==> config.mk <==
export PLATFORM = sky130hd
export DESIGN_NAME = tlul_host_arb2
export DESIGN_NICKNAME = d
export VERILOG_FILES = /design/src/rtl/tlul_host_arb2.sv
export SDC_FILE = /design/constraint.sdc
export NUM_CORES = 1
export LEC_CHECK = 0
export BUFFER_PORTS_ARGS = -buffer_cell sky130_fd_sc_hd__buf_4
export CAP_MARGIN = 15
export CORE_AREA = 2 2 164 166
export CTS_CLUSTER_DIAMETER = 40
export DETAILED_ROUTE_END_ITERATION = 7
export DIE_AREA = 0 0 166 168
export PLACE_DENSITY = 0.37
export SYNTH_ARGS = -nofsm -noshare
export SYNTH_HDL_FRONTEND = slang
export SYNTH_SLANG_ARGS = --single-unit
export TNS_END_PERCENT = 1
==> constraint.sdc <==
create_clock -name clk_i -period 2.7 [get_ports clk_i]
set_clock_uncertainty 0.05 [all_clocks]
set_input_delay 0.54 -clock clk_i [delete_from_list [all_inputs] [get_ports clk_i]]
set_output_delay 0.54 -clock clk_i [all_outputs]
set_load 0.01 [all_outputs]
==> src/rtl/tlul_host_arb2.sv <==
// Two-host TL-UL arbiter: round-robin A-channel grant with stall lock,
// in-order ID FIFO steering D-channel responses back to the issuing host.

package tlul_pkg;
    typedef struct packed {
        logic        a_valid;
        logic [2:0]  a_opcode;
        logic [2:0]  a_param;
        logic [1:0]  a_size;
        logic [7:0]  a_source;
        logic [31:0] a_address;
        logic [3:0]  a_mask;
        logic [31:0] a_data;
        logic        d_ready;
    } tl_h2d_t;

    typedef struct packed {
        logic        d_valid;
        logic [2:0]  d_opcode;
        logic [2:0]  d_param;
        logic [1:0]  d_size;
        logic [7:0]  d_source;
        logic        d_sink;
        logic [31:0] d_data;
        logic        d_error;
        logic        a_ready;
    } tl_d2h_t;
endpackage

module tlul_host_arb2
    import tlul_pkg::*;
#(
    parameter int  MaxOutstanding = 4,
    localparam int CntW = $clog2(MaxOutstanding + 1)
) (
    input  logic            clk_i,
    input  logic            rst_ni,
    input  tl_h2d_t         tl_h0_i,
    output tl_d2h_t         tl_h0_o,
    input  tl_h2d_t         tl_h1_i,
    output tl_d2h_t         tl_h1_o,
    output tl_h2d_t         tl_dev_o,
    input  tl_d2h_t         tl_dev_i,
    output logic [CntW-1:0] outstanding_o,
    output logic            spurious_rsp_o
);
    localparam int              PtrW    = (MaxOutstanding > 1) ? $clog2(MaxOutstanding) : 1;
    localparam logic [CntW-1:0] FullCnt = CntW'(MaxOutstanding);
    localparam logic [PtrW-1:0] LastPtr = PtrW'(MaxOutstanding - 1);

    logic                      rr_q;
    logic                      lock_q;
    logic                      lock_id_q;
    logic [MaxOutstanding-1:0] id_fifo_q;
    logic [PtrW-1:0]           wr_ptr_q;
    logic [PtrW-1:0]           rd_ptr_q;
    logic [CntW-1:0]           cnt_q;
    logic                      spurious_q;

    logic gnt;
    logic full;
    logic empty;
    logic head;
    logic dev_a_valid;
    logic dev_d_ready;
    logic push;
    logic pop;

    assign full  = (cnt_q == FullCnt);
    assign empty = (cnt_q == '0);
    assign head  = id_fifo_q[rd_ptr_q];

    // Grant select: a stalled request keeps its grant, otherwise round-robin on contention.
    always_comb begin
        if (lock_q) begin
            gnt = lock_id_q;
        end else if (tl_h0_i.a_valid && tl_h1_i.a_valid) begin
            gnt = rr_q;
        end else begin
            gnt = tl_h1_i.a_valid;
        end
    end

    assign dev_a_valid = (gnt ? tl_h1_i.a_valid : tl_h0_i.a_valid) & ~full;
    // With nothing outstanding the beat has no owner, so accept and drop it.
    assign dev_d_ready = empty ? 1'b1 : (head ? tl_h1_i.d_ready : tl_h0_i.d_ready);
    assign push        = dev_a_valid & tl_dev_i.a_ready;
    assign pop         = tl_dev_i.d_valid & dev_d_ready & ~empty;

    // Channel muxing: A payload from the granted host, D payload broadcast, valids/readies steered.
    always_comb begin
        tl_dev_o         = gnt ? tl_h1_i : tl_h0_i;
        tl_dev_o.a_valid = dev_a_valid;
        tl_dev_o.d_ready = dev_d_ready;

        tl_h0_o          = tl_dev_i;
        tl_h0_o.a_ready  = ~gnt & ~full & tl_dev_i.a_ready;
        tl_h0_o.d_valid  = tl_dev_i.d_valid & ~empty & ~head;

        tl_h1_o          = tl_dev_i;
        tl_h1_o.a_ready  = gnt & ~full & tl_dev_i.a_ready;
        tl_h1_o.d_valid  = tl_dev_i.d_valid & ~empty & head;
    end

    // Arbitration state: rotate priority on acceptance, lock the grant while stalled.
    always_ff @(posedge clk_i or negedge rst_ni) begin
        if (!rst_ni) begin
            rr_q      <= 1'b0;
            lock_q    <= 1'b0;
            lock_id_q <= 1'b0;
        end else if (push) begin
            rr_q      <= ~gnt;
            lock_q    <= 1'b0;
        end else if (dev_a_valid) begin
            lock_q    <= 1'b1;
            lock_id_q <= gnt;
        end
    end

    // ID FIFO: records the issuing host of each accepted request, popped by D handshakes.
    always_ff @(posedge clk_i or negedge rst_ni) begin
        if (!rst_ni) begin
            id_fifo_q <= '0;
            wr_ptr_q  <= '0;
            rd_ptr_q  <= '0;
            cnt_q     <= '0;
        end else begin
            if (push) begin
                id_fifo_q[wr_ptr_q] <= gnt;
                wr_ptr_q <= (wr_ptr_q == LastPtr) ? '0 : wr_ptr_q + 1'b1;
            end
            if (pop) begin
                rd_ptr_q <= (rd_ptr_q == LastPtr) ? '0 : rd_ptr_q + 1'b1;
            end
            case ({push, pop})
                2'b10:   cnt_q <= cnt_q + 1'b1;
                2'b01:   cnt_q <= cnt_q - 1'b1;
                default: cnt_q <= cnt_q;
            endcase
        end
    end

    // Flag a response that arrived with nothing outstanding.
    always_ff @(posedge clk_i or negedge rst_ni) begin
        if (!rst_ni) begin
            spurious_q <= 1'b0;
        end else begin
            spurious_q <= tl_dev_i.d_valid & empty;
        end
    end

    assign outstanding_o  = cnt_q;
    assign spurious_rsp_o = spurious_q;

endmodule

Yosys cells after proc, flatten, opt, wreduce, memory -nomap -nowiden:

Index checks and enable logic that the tools add are counted.

* mux-type cells: 16
* add/sub/neg operators: 4
* order comparisons: 3
* bitwise operators: 17
* reductions and logical operators: 6
* equality and inequality tests: 5

Operators with widths (count)
* $mux W85: 1
* $and A1 B1 Y1: 12
* $mux W1: 9
* $eq A2 B2 Y1 const B: 3
* $lt A2 B3 Y1 const B: 2
* $pmux W3 S2: 1
* $not A1 Y1: 5
* $add A2 B1 Y2 const B: 2
* $bwmux W4: 1
* $mux W2: 2
* $reduce_bool A2 Y1: 2
* $add A3 B1 Y3 const B: 1
* $eq A3 B3 Y1 const B: 1
* $logic_not A3 Y1: 1
* $sub A3 B1 Y3 const B: 1
* $bmux W1 S2: 1
* $demux W1 S2: 1
* $eq A2 B1 Y1 const B: 1
* $ge A2 B1 Y1 const B: 1
* $logic_and A1 B1 Y1: 2
* $reduce_and A2 Y1: 1

* output and inout port bits: 194
* logic and storage cells: 59
* input port bits: 226
* register bits after elaboration: 15

Longest topological paths before layout:

Gate-level depths: netlist of run 1.

* depth in word-level cells: 8
* gate-level depth with buffers: 11
* gate-level depth less buffers: 10

Least setup slack after synthesis of run 1:

Ideal clock, no wire load.

* path kind: flip-flop to flip-flop
* start: register rd_ptr_q[0]
* end: register cnt_q[2] (netlist: outstanding_o[2])
* setup time: 0.079 ns
* path slack: 0.341 ns
* path buffers: 0
* clock period less this slack: 2.359 ns
* cell stages (with the launch flop): 10
* arrival time: 2.230 ns
* data required time: 2.571 ns
* cell sequence: dfrtp_1 -> mux4_2 -> mux2i_1 -> nor2_1 -> ha_1 -> inv_1 -> fa_1 -> xor2_1 -> nor2_1 -> xor2_1

* cells in the longest elaborated chain, start to end: 8
* elaborated cells on any way between the ends: 10
* those cells by class: 2 x eq/ne; 5 x mux; 2 x bitwise; 1 x reduce/logical

Ends and longest elaborated chain
* from (decl): line 56 `logic [PtrW-1:0] rd_ptr_q;`
* from (signal assigned): line 133 `rd_ptr_q <= (rd_ptr_q == LastPtr) ? '0 : rd_ptr_q + 1'b1;`
* $bmux W1 S2 *: line 71 `assign head = id_fifo_q[rd_ptr_q];`
* $mux W1 (implied by the code) *: line 71
* $mux W1 * (2 in a row): line 86 `assign dev_d_ready = empty ? 1'b1 : (head ? tl_h1_i.d_ready : tl_h0_i.d_ready);`
* $and A1 B1 Y1 * (2 in a row): line 88 `assign pop = tl_dev_i.d_valid & dev_d_ready & ~empty;`
* via pop: line 67 `logic pop;`
* $eq A2 B1 Y1 / $eq A2 B2 Y1 (equally long branches): line 135 `case ({push, pop})`
* $pmux W3 S2 / $reduce_bool A2 Y1 (equally long branches)
* to (signal assigned): line 136 `2'b10: cnt_q <= cnt_q + 1'b1;`
* to (signal assigned): line 137 `2'b01: cnt_q <= cnt_q - 1'b1;`
* to (signal assigned): line 138 `default: cnt_q <= cnt_q;`
* to (decl): line 57 `logic [CntW-1:0] cnt_q;`

Mark *: on every way through the listed nets, which the timed path passes. The rest lies on a longest branch. The select of a mux whose other input is x is not followed.
A chain may end at the register's enable or synchronous reset.

Final worst setup path of run 1:

Same ends and word-level chain as after synthesis.

==> reports/qor_table.md, run 1 <==
| Parameter | Value |
|---|---|
| Result of the run | finished, final reports clean |
| Post-detailed-routing wire length | 11.6 mm |
| Most frequent cells in the layout | buf_4 (271), nand2_1 (262), dfrtp_1 (15), inv_1 (10), o21ai_0 (10) |
| Floorplan die height | 168 µm |
| Number of ports placed on the die boundary | 420 |
| Number of antenna violations at the first check in global routing | 0 |
| Sinks on the clock net | 15 |
| Final hold violation count | 0 |
| Startpoint Class | flip-flop |
| Sequential fraction of design power | 10.0% |
| Number of distinct library cells after synthesis | 27 |
| Count of instances resized after the clock tree is built | 0 |
| # Post-CTS Setup Buffers | 0 |
| Largest net degree at the start of global routing | 92 |
| Part of the cycle the worst path needs | 93.5% |
| Maximum root-to-sink buffer count | 2 |
| Post-route cell area | 4430 µm² |
| Number of failing setup endpoints in the final timing report | 0 |
| CTS Root Buffer Type | clkbuf_16 |
| CTS clock-pin slew for the worst setup and hold paths | 50 ps |
| Initial Utilization | 10.2% |
| Worst reg2reg path depth | 9 |
| Wire length per cell | 12.1 µm |
| Share of total power consumed by net switching | 48.8% |
| DR vias | 3201 |
| Summed negative setup slack over all endpoints | 0 ps |
| Number of max-capacitance violations reported | 0 |
| Total standard cell area after synthesis | 2680 µm² |
| Setup slack, reg-to-reg | 180 ps |
| Seq cells post-synth | 15 |
| Congestion Overflow GR | 0 |
| Startpoint of the worst-slack reg-to-reg timing path | rd_ptr_q[0] |
| Yosys synthesis warning count | 0 |
| Critical Path Sink Type | flip-flop |
| Net count after synthesis | 697 |
| TritonCTS clock tree | yes |
| Buffers on Ports | 269 |
| Fraction of power consumed by combinational cells | 83.0% |
| Wire length of the first global-routing pass | 16.7 mm |
| Initial DRC count | 69 |
| Leakage | 2.54 nW |
| Net load switching power | 0.00205 W |
| Part of the Yosys area used for sequential elements | 14.0% |
| Number of instances in the placed design | 956 |
| Power share of the clock group | 7.1% |
| Critical-path maximum fanout | 4 |
| Clock network latency to the later pin of the worst-skew pair | 250 ps |
| Full die area | 27900 µm² |
| Core footprint | 26400 µm² |
| Drt first pass iters | 4 |
| Worst setup path start | rd_ptr_q[0] |
| Slew Viols, Final | 0 |
| All-Layer GR Usage | 7.47% |
| Routed Antenna Nets | 0 |
| Cts bufs inserted | 3 |
| Vias per std cell | 3.33 |
| Post-layout instance count excluding filler cells | 960 |
| RSZ-0062 raised after global routing | false |
| Setup CP Type | reg -> reg |
| Count of H-tree levels built during CTS | 1 |
| Number of global-route vias before repair | 3071 |
| Max IR drop VDD | 0.412 mV |
| Number of inserted diodes | 0 |
| Critical register-to-register path endpoint | outstanding_o[2] |
| Int Pwr | 0.00215 W |
| Worst slew margin | 66.3% |
| Mapped Avg Cell Area | 5.77 µm² |
| Synth Instances | 464 |
| Overall power of the completed layout | 0.00421 W |
| Layout-stage area growth over the synthesis result | 65.6% |
| Type of the most critical hold path | in -> async |
| Count of unresolved DRC violations after routing | 0 |
| Post-detail-place hpwl | 9.54 mm |
| Data arrival, critical path | 2650 ps |
| Die W | 166 µm |
| Worst setup path end | outstanding_o[2] |
| Nets@finish | 853 |
| Post-place instance area | 4350 µm² |
| Pwr dens | 949 nW/µm² |
| Peak Freq | 396 MHz |
| Site row count | 60 |
| Placer Congestion | 0.667 |
| Tightest Pin Transition | 506 ps |
| Hold buffers post-CTS | 0 |
| Clock period minus worst slack | 2520 ps |
| Fraction of layout cells with a size suffix above 1 | 45.9% |
| Critical path data required time | 2820 ps |
| Leading cell type in the layout, fill and taps excluded | buf_4 |
==> power groups by stage <==
stage	Clock (W)	Sequential, W	Combinational [W]
after floorplan	0	0.000407	0.00195
after global placement	0	0.000422	0.00359
after detailed placement	0	0.000422	0.00357
after CTS	0.000306	0.000422	0.00359
after global routing	0.000313	0.000438	0.00387
final	0.000297	0.000419	0.00349
==> flip-flops by register name, indices dropped and copies added (netlist names) <==
name            cells
id_fifo_q           4
outstanding_o       3
rd_ptr_q            2
wr_ptr_q            2
lock_id_q           1
lock_q              1
rr_q                1
spurious_rsp_o      1
==> layout make-up <==
cell class                      instances  area (µm²)
Tap cell                              341         427
Timing Repair Buffer                  274        2090
Inverter                               10        37.5
Clock inverter                          1        5.00
Sequential cell                        15         375
Clock buffer                            3        75.1
Multi-Input combinational cell        316        1420
Fill cell                            3093       21900
==> Yosys cell counts (all sizes together) <==
master / n / area, µm²
or3b: 1 / 8.76
o21ai: 10 / 50.1
a31oi: 4 / 25.0
o21ba: 1 / 10.0
mux4: 1 / 22.5
o31ai: 1 / 12.5
buf: 111 / 811
inv: 10 / 37.5
mux2: 4 / 45.0
clkbuf: 12 / 45.0
or3: 1 / 6.26
xor2: 2 / 17.5
o31a: 1 / 8.76
dfrtp: 15 / 375
xnor2: 1 / 8.76
nand2: 262 / 983
and3: 1 / 6.26
nor2: 8 / 30.0
mux2i: 4 / 40.0
nor2b: 1 / 6.26
nand3: 2 / 10.0
a21oi: 3 / 15.0
fa: 1 / 20.0
and2: 1 / 6.26
ha: 6 / 75.1
==> through the flow <==
step           util [%]  worst slack, ps  hold WS, ps
5_1_grt            16.8             24.6          109
2_1_floorplan         -              341          194
3_3_place_gp       16.5              197          367
6_report           16.8              176         94.0
3_5_place_dp       16.5              178          368
4_1_cts            16.8              147          103
==> critical path, cell delays in order (launching register included) <==
cell     delay (ps)
dfrtp_1         410
mux4_2          570
mux2i_1         160
nor2_1          190
ha_1            220
inv_1            60
fa_1            370
xor2_1          150
nor2_1          120
xor2_1          150
==> logic make-up after synthesis <==
| family | synth area share [%] |
|---|---|
| AND/OR/NAND/NOR | 39.5 |
| buffers and inverters | 33.4 |
| AO/OA/AOI/OAI | 4.53 |
| flip-flops | 14.0 |
| multiplexers | 4.02 |
| adder cells (fa/ha/maj) | 3.55 |
| XOR/XNOR | 0.982 |
==> worst min-delay path by stage <==
stage	to	slack [ps]	cells past startpoint
after floorplan	id_fifo_q[0]	190	0
after global placement	outstanding_o[2]	370	1
after detailed placement	spurious_rsp_o	370	1
after CTS	outstanding_o[2]	100	1
after global routing	outstanding_o[2]	110	1
final	outstanding_o[2]	90	1
==> metal layers <==
metal  part of all wire, %  GRT usage (%)
met5                     0              0
met3                    11           2.68
met2                    48           13.0
met1                    35           7.79
met4                   6.1           4.46
(Power assumes the default switching activity.)
==> inputs of run 2 (changes only) <==
Settings changed: ABC_AREA set to 1, CORE_AREA 2 2 164 166 to 2 2 165 167, DIE_AREA 0 0 166 168 to 0 0 167 169.
==> run 2 against run 1 <==
Compared with the run above: sequential power up 1%; total power fell by 13%; core utilization fell by 0.086 points; critical path depth grew 6; critical path type unchanged; largest power group unchanged.
==> reports/qor_table.md, run 2 <==
| Parameter | Value |
|---|---|
| Startpoint Class | flip-flop |
| Sequential fraction of design power | 11.5% |
| Net load switching power | 0.00178 W |
| Total standard cell area after synthesis | 2680 µm² |
| List of most frequent post-synthesis cells | nand2_1 (290), buf_4 (103), inv_1 (17), dfrtp_1 (15), buf_2 (12) |
| Count of H-tree levels built during CTS | 1 |
| Core footprint | 26500 µm² |
| Placer Congestion | 0.669 |
| Synth area leader | nand2_1 |
| Final hold violation count | 0 |
| Drt first pass iters | 4 |
| CTS clock-pin slew for the worst setup and hold paths | 50 ps |
| Result of the run | finished, final reports clean |
| Overall power of the completed layout | 0.00367 W |
| Max FFs per register | 4 |
| Largest net degree at the start of global routing | 50 |
| Buffers on Ports | 269 |
| Number of failing setup endpoints in the final timing report | 0 |
| Sinks on the clock net | 15 |
| Number of inserted diodes | 0 |
| Worst setup path end | outstanding_o[2] |
| Clock network latency to the later pin of the worst-skew pair | 240 ps |
| Congestion Overflow GR | 0 |
| Count of instances resized after the clock tree is built | 0 |
| Mapped Avg Cell Area | 5.51 µm² |
| RSZ-0062 raised after global routing | false |
| Primary FF master, synth | dfrtp_1 |
| Slowest cell on the critical path | dfrtp_1 |
| Full die area | 28200 µm² |
| Cts bufs inserted | 3 |
| Critical path data required time | 2770 ps |
| Pwr dens | 827 nW/µm² |
| Critical Path Sink Type | flip-flop |
| Post-detailed-routing wire length | 11.3 mm |
| # Post-CTS Setup Buffers | 0 |
| Most frequent cells in the layout | nand2_1 (289), buf_4 (270), inv_1 (16), dfrtp_1 (15), nand3_1 (9) |
| Count of unresolved DRC violations after routing | 0 |
| Int Pwr | 0.00188 W |
| Number of antenna violations at the first check in global routing | 0 |
| Top area cells in the synthesized netlist | nand2_1 (41%), buf_4 (29%), dfrtp_1 (14%), ha_1 (2.8%), inv_1 (2.4%) |
| Layout-stage area growth over the synthesis result | 65.2% |
| TritonCTS clock tree | yes |
| Setup CP Type | reg -> reg |
| Vias per std cell | 3.30 |
| Startpoint of the worst-slack reg-to-reg timing path | rd_ptr_q[0] |
| Nets@finish | 876 |
| Hold buffers post-CTS | 0 |
| Most flops, register | id_fifo_q |
| Most common cell in the synthesized netlist | nand2_1 |
| Number of max-capacitance violations reported | 0 |
| Tightest Pin Transition | 249 ps |
| Routed Antenna Nets | 0 |
| Post-detail-place hpwl | 9.39 mm |
| Part of the Yosys area used for sequential elements | 14.0% |
| CTS Root Buffer Type | clkbuf_16 |
| Cell seen most often among critical-path stages | nand2_1 |
| Number of distinct library cells after synthesis | 20 |
| Slew Viols, Final | 0 |
| DR vias | 3247 |
| Die W | 167 µm |
| Power share of the clock group | 7.9% |
| Worst setup path start | rd_ptr_q[0] |
| Part of the cycle the worst path needs | 84.6% |
| Critical register-to-register path endpoint | outstanding_o[2] |
| Number of global-route vias before repair | 3106 |
| Share of total power consumed by net switching | 48.6% |
| Peak Freq | 438 MHz |
| Fraction of power consumed by combinational cells | 80.5% |
| Fraction of layout cells with a size suffix above 1 | 44.2% |
| Critical-path maximum fanout | 6 |
| Floorplan die height | 169 µm |
| All-Layer GR Usage | 7.12% |
| Leakage | 2.60 nW |
| Number of ports placed on the die boundary | 420 |
| Clock period minus worst slack | 2290 ps |
| Number of filler instances in the final layout | 3103 |
| Setup slack, reg-to-reg | 410 ps |
| Wire length per cell | 11.5 µm |
| Site row count | 60 |
| Max IR drop VDD | 0.286 mV |
| Summed negative setup slack over all endpoints | 0 ps |
| Maximum root-to-sink buffer count | 2 |
| Data arrival, critical path | 2360 ps |
| Worst slew margin | 83.4% |
| Number of enable flip-flop cells after synthesis | 0 |
| Crit-path cells | inv_1, nand2_1, nand3_1, nand2_1, inv_1, nand2_1, nand2_1, nand2_1, inv_1, ha_1, inv_1, fa_1, a21oi_1, o21ai_0, xor2_1 |
| Top-area cell type share of the netlist area | 40.6% |
| Type of the most critical hold path | in -> async |
| Initial DRC count | 102 |
| Leading cell type in the layout, fill and taps excluded | nand2_1 |
| Max incr delay on CP | 430 ps |
| Worst reg2reg path depth | 15 |
| Async SR Flop Fraction | 100% |
| Wire length of the first global-routing pass | 16.2 mm |
| Yosys synthesis warning count | 0 |
| Seq cells post-synth | 15 |
| Initial Utilization | 10.1% |
| Synth Instances | 487 |
| Net count after synthesis | 720 |
run 2: cell types whose count changed after synthesis, moves of 3 or more:
cell      change
nand4_1       +5
nand2_1      +28
inv_1         +7
o21ai_0       -5
mux2i_1       -4
buf_2         +3
a31oi_1       -4
clkbuf_1      -5
nand3_1       +7
run 2: layer usage:
layer | part of all wire (%) | wire, µm | track usage (%)
met5 | 0 | 0 | 0
met4 | 6.2 | 701 | 4.69
met3 | 10 | 1160 | 2.10
met2 | 49 | 5490 | 12.1
met1 | 35 | 3910 | 7.68
run 2: how the worst min path moves through the flow:
stage | startpoint | to | slack (ps) | cells past startpoint
6_report | rst_ni | outstanding_o[0] | 90 | 1
5_1_grt | rst_ni | rr_q | 110 | 1
4_1_cts | rst_ni | rr_q | 100 | 1
3_5_place_dp | rst_ni | outstanding_o[0] | 360 | 1
3_3_place_gp | rst_ni | outstanding_o[0] | 370 | 1
2_1_floorplan | rst_ni | id_fifo_q[0] | 190 | 0
run 2: layout make-up:
class                      count  area, µm²  area share, %
multi-input combinational    332       1380           31.2
timing repair buffer         274       2110           47.5
sequential                    15        375           8.47
tap                          341        427           9.62
inverter                      17       63.8           1.44
clock buffer                   3       75.1           1.69
clock inverter                 1       5.00          0.113
run 2: worst max-delay path: cells and delay by family, from the launching register on:
| family | cells | cell delay [ps] |
|---|---|---|
| AND/OR/NAND/NOR | 6 | 440 |
| flip-flops | 1 | 430 |
| XOR/XNOR | 1 | 150 |
| buffers and inverters | 4 | 320 |
| AO/OA/AOI/OAI | 2 | 250 |
| adder cells (fa/ha/maj) | 2 | 510 |
run 2: logic make-up (layout without fill, tap and decap cells):
family | count (synthesis) | after routing | share of synthesized area (%)
AO/OA/AOI/OAI | 7 | 7 | 1.40
AND/OR/NAND/NOR | 316 | 316 | 45.6
XOR/XNOR | 2 | 2 | 0.653
adder cells (fa/ha/maj) | 7 | 7 | 3.54
buffers and inverters | 140 | 295 | 34.8
flip-flops | 15 | 15 | 14.0
run 2: through the flow:
stage	utilization [%]	setup slack (ps)	hold WS, ps	cell area [µm²]	std cells
after floorplan	-	483	194	2680	487
after global placement	16.4	332	365	4350	979
after detailed placement	16.4	331	365	4350	979
after CTS	16.7	391	103	4430	983
after global routing	16.7	102	107	4430	983
final	16.7	414	93.8	4430	983
run 2: power groups by stage:
| stage | clock network, W | logic [W] | registers, W |
|---|---|---|---|
| 2_1_floorplan | 0 | 0.00168 | 0.000413 |
| 3_3_place_gp | 0 | 0.00304 | 0.000427 |
| 3_5_place_dp | 0 | 0.00303 | 0.000427 |
| 4_1_cts | 0.000301 | 0.00304 | 0.000424 |
| 5_1_grt | 0.000314 | 0.00331 | 0.000441 |
| 6_report | 0.000291 | 0.00295 | 0.000423 |
==> inputs of run 3 (changes only) <==
Settings changed: ABC_AREA 1 to 0, CORE_AREA 2 2 165 167 to 2 2 163 165, DIE_AREA 0 0 167 169 to 0 0 165 167, PLACE_DENSITY 0.37 to 0.39.
Clock period 2.7 ns to 2 ns, I/O delays scaled along.
==> run 3 against run 2 <==
Compared with the run above: the run now ends with negative setup slack left; largest cell class unchanged; non-clock buffer count is 43 higher; final area rose by 11%; total power is 77% higher; sequential share of layout area decreased by 0.82 points; global-route usage up 0.97 points; hold slack improved by 240 ps; flip-flop and latch count unchanged.
==> reports/qor_table.md, run 3 (synthesis gave the netlist of run 1 again) <==
| Parameter | Value |
|---|---|
| Number of instances in the placed design | 986 |
| Part of the cycle the worst path needs | 115% |
| Met3 GRT Util | 2.39% |
| Site row count | 59 |
| Largest net degree at the start of global routing | 53 |
| Fraction of layout cells with a size suffix above 1 | 52.6% |
| Initial DRC count | 120 |
| Critical-path maximum fanout | 2 |
| Most frequent cells in the layout | buf_4 (294), nand2_1 (248), buf_6 (17), dfrtp_1 (15), nand2_2 (13) |
| Layout-stage area growth over the synthesis result | 83.4% |
| Routed Antenna Nets | 0 |
| Clock period minus worst slack | 2310 ps |
| Number of failing setup endpoints in the final timing report | 90 |
| Count of unresolved DRC violations after routing | 0 |
| Count of H-tree levels built during CTS | 1 |
| Worst slack, placed | -344 ps |
| Slew Viols, Final | 0 |
| GRT busiest layer | met2 |
| Nets@finish | 896 |
| Result of the run | complete, but fails checks |
| Sinks on the clock net | 15 |
| Vias per std cell | 3.34 |
| All-Layer GR Usage | 8.09% |
| RSZ-0062 raised after global routing | true |
| Wire length per cell | 12.1 µm |
| Final hold violation count | 0 |
| Number of ports placed on the die boundary | 420 |
| Setup slack, reg-to-reg | -310 ps |
| GR Util met2 | 13.4% |
| Most flops, register | id_fifo_q |
| Pwr dens | 1330 nW/µm² |
| Post-detailed-routing wire length | 12.1 mm |
| Minimum setup slack in the final design | -306 ps |
| DR vias | 3329 |
| Floorplan die height | 167 µm |
| Initial Utilization | 10.4% |
| Cts bufs inserted | 3 |
| Peak Freq | 434 MHz |
| Power share of the clock group | 6.1% |
| Leading cell type in the layout, fill and taps excluded | buf_4 |
| Share of total power consumed by net switching | 45.6% |
| Tightest Pin Transition | 311 ps |
| Setup CP Type | reg -> reg |
| Buffers on Ports | 269 |
| Placer Congestion | 0.709 |
| Sequential fraction of design power | 8.1% |
| Violations in the final reports | negative setup slack |
| Number of antenna violations at the first check in global routing | 0 |
| Max FFs per register | 4 |
| Fraction of power consumed by combinational cells | 85.8% |
| Max IR drop VDD | 0.471 mV |
| Wire length of the first global-routing pass | 17.6 mm |
| Startpoint Class | flip-flop |
| Leakage | 2.79 nW |
| Drt first pass iters | 4 |
| Post-detail-place hpwl | 10.1 mm |
| Summed negative setup slack over all endpoints | -11860 ps |
| Core footprint | 25800 µm² |
| Type of the most critical hold path | in -> reg |
| Congestion Overflow GR | 0 |
| Post-route cell area | 4910 µm² |
| Overall power of the completed layout | 0.00651 W |
| Full die area | 27600 µm² |
| Number of inserted diodes | 0 |
| CTS clock-pin slew for the worst setup and hold paths | 50 ps |
| Int Pwr | 0.00354 W |
| Post-place instance area | 4640 µm² |
| CTS Root Buffer Type | clkbuf_16 |
| GRT met1 Usage | 8.97% |
| Post-layout instance count excluding filler cells | 997 |
| Number of global-route vias before repair | 3302 |
| Critical path data required time | 2120 ps |
| Data arrival, critical path | 2430 ps |
| Die W | 165 µm |
| Worst slew margin | 79.3% |
| Maximum root-to-sink buffer count | 2 |
| Critical Path Sink Type | flip-flop |
| TritonCTS clock tree | yes |
| Number of max-capacitance violations reported | 0 |
| Clock network latency to the later pin of the worst-skew pair | 250 ps |
| Net load switching power | 0.00297 W |
==> run 3: cell types whose count changed in the layout (fill, tap and decap cells not counted), moves of 4 or more <==
cell     change
mux2i_1      +4
a31oi_1      +4
inv_1        -7
o21ai_0      +5
buf_6       +17
nand4_1      -5
nand2_2     +11
nand2_1     -41
buf_4       +24
nand3_1      -7
==> run 3: layout make-up <==
cell class	instances	area, µm²
Sequential cell	15	375
Timing Repair Buffer	317	2520
Inverter	10	37.5
Tap cell	335	419
Clock inverter	1	5.00
Multi-Input combinational cell	316	1480
Fill cell	2964	20900
Clock buffer	3	75.1
==> run 3: worst max-delay path, stage by stage, from the launching register on <==
cell     delay, ps
dfrtp_1        360
mux4_2         530
mux2i_1        150
nor2_1         160
ha_2           210
inv_2           40
fa_2           320
xor2_1         140
nor2_1         110
xor2_1         150
==> run 3: power by group through the flow <==
stage | combinational, W | sequential [W] | clock (W)
after detailed placement | 0.00538 | 0.000527 | 0
after floorplan | 0.00265 | 0.000549 | 0
final | 0.00559 | 0.000526 | 0.000396
after CTS | 0.00554 | 0.000524 | 0.000405
after global placement | 0.00540 | 0.000525 | 0
after global routing | 0.00619 | 0.000547 | 0.000429
==> run 3: repair_timing <==
action,4_1_cts,5_1_grt
hold buffers,1,0
endpoints found under the setup margin,92,93
gates resized for setup,16,23
setup buffers,4,2
hold endpoints to repair,15,0
pin swaps,10,5
==> run 3: metrics by stage <==
step | util, % | hold slack, ps
6_report | 19.1 | 337
5_1_grt | 19.1 | 348
4_1_cts | 18.7 | 330
3_5_place_dp | 18.0 | 223
3_3_place_gp | 18.0 | 230
2_1_floorplan | - | 54.4
==> run 3: layer usage <==
| layer | up-vias | share of wire, % |
|---|---|---|
| met5 | - | 0 |
| met4 | 0 | 6.5 |
| met3 | 61 | 11 |
| met2 | 162 | 46 |
| met1 | 1402 | 37 |
| li1 | 1704 | - |
==> run 3: final timing paths <==
kind                              start               end  depth (start not counted)
max in group asynchronous        rst_ni       rd_ptr_q[0]                          2
hold reg to reg            id_fifo_q[2]      id_fifo_q[2]                          2
setup reg to reg            rd_ptr_q[0]  outstanding_o[2]                          9
setup / recovery            rd_ptr_q[0]  outstanding_o[2]                          9
min in group asynchronous        rst_ni  outstanding_o[0]                          2
hold / removal             tl_dev_i[51]    spurious_rsp_o                          3
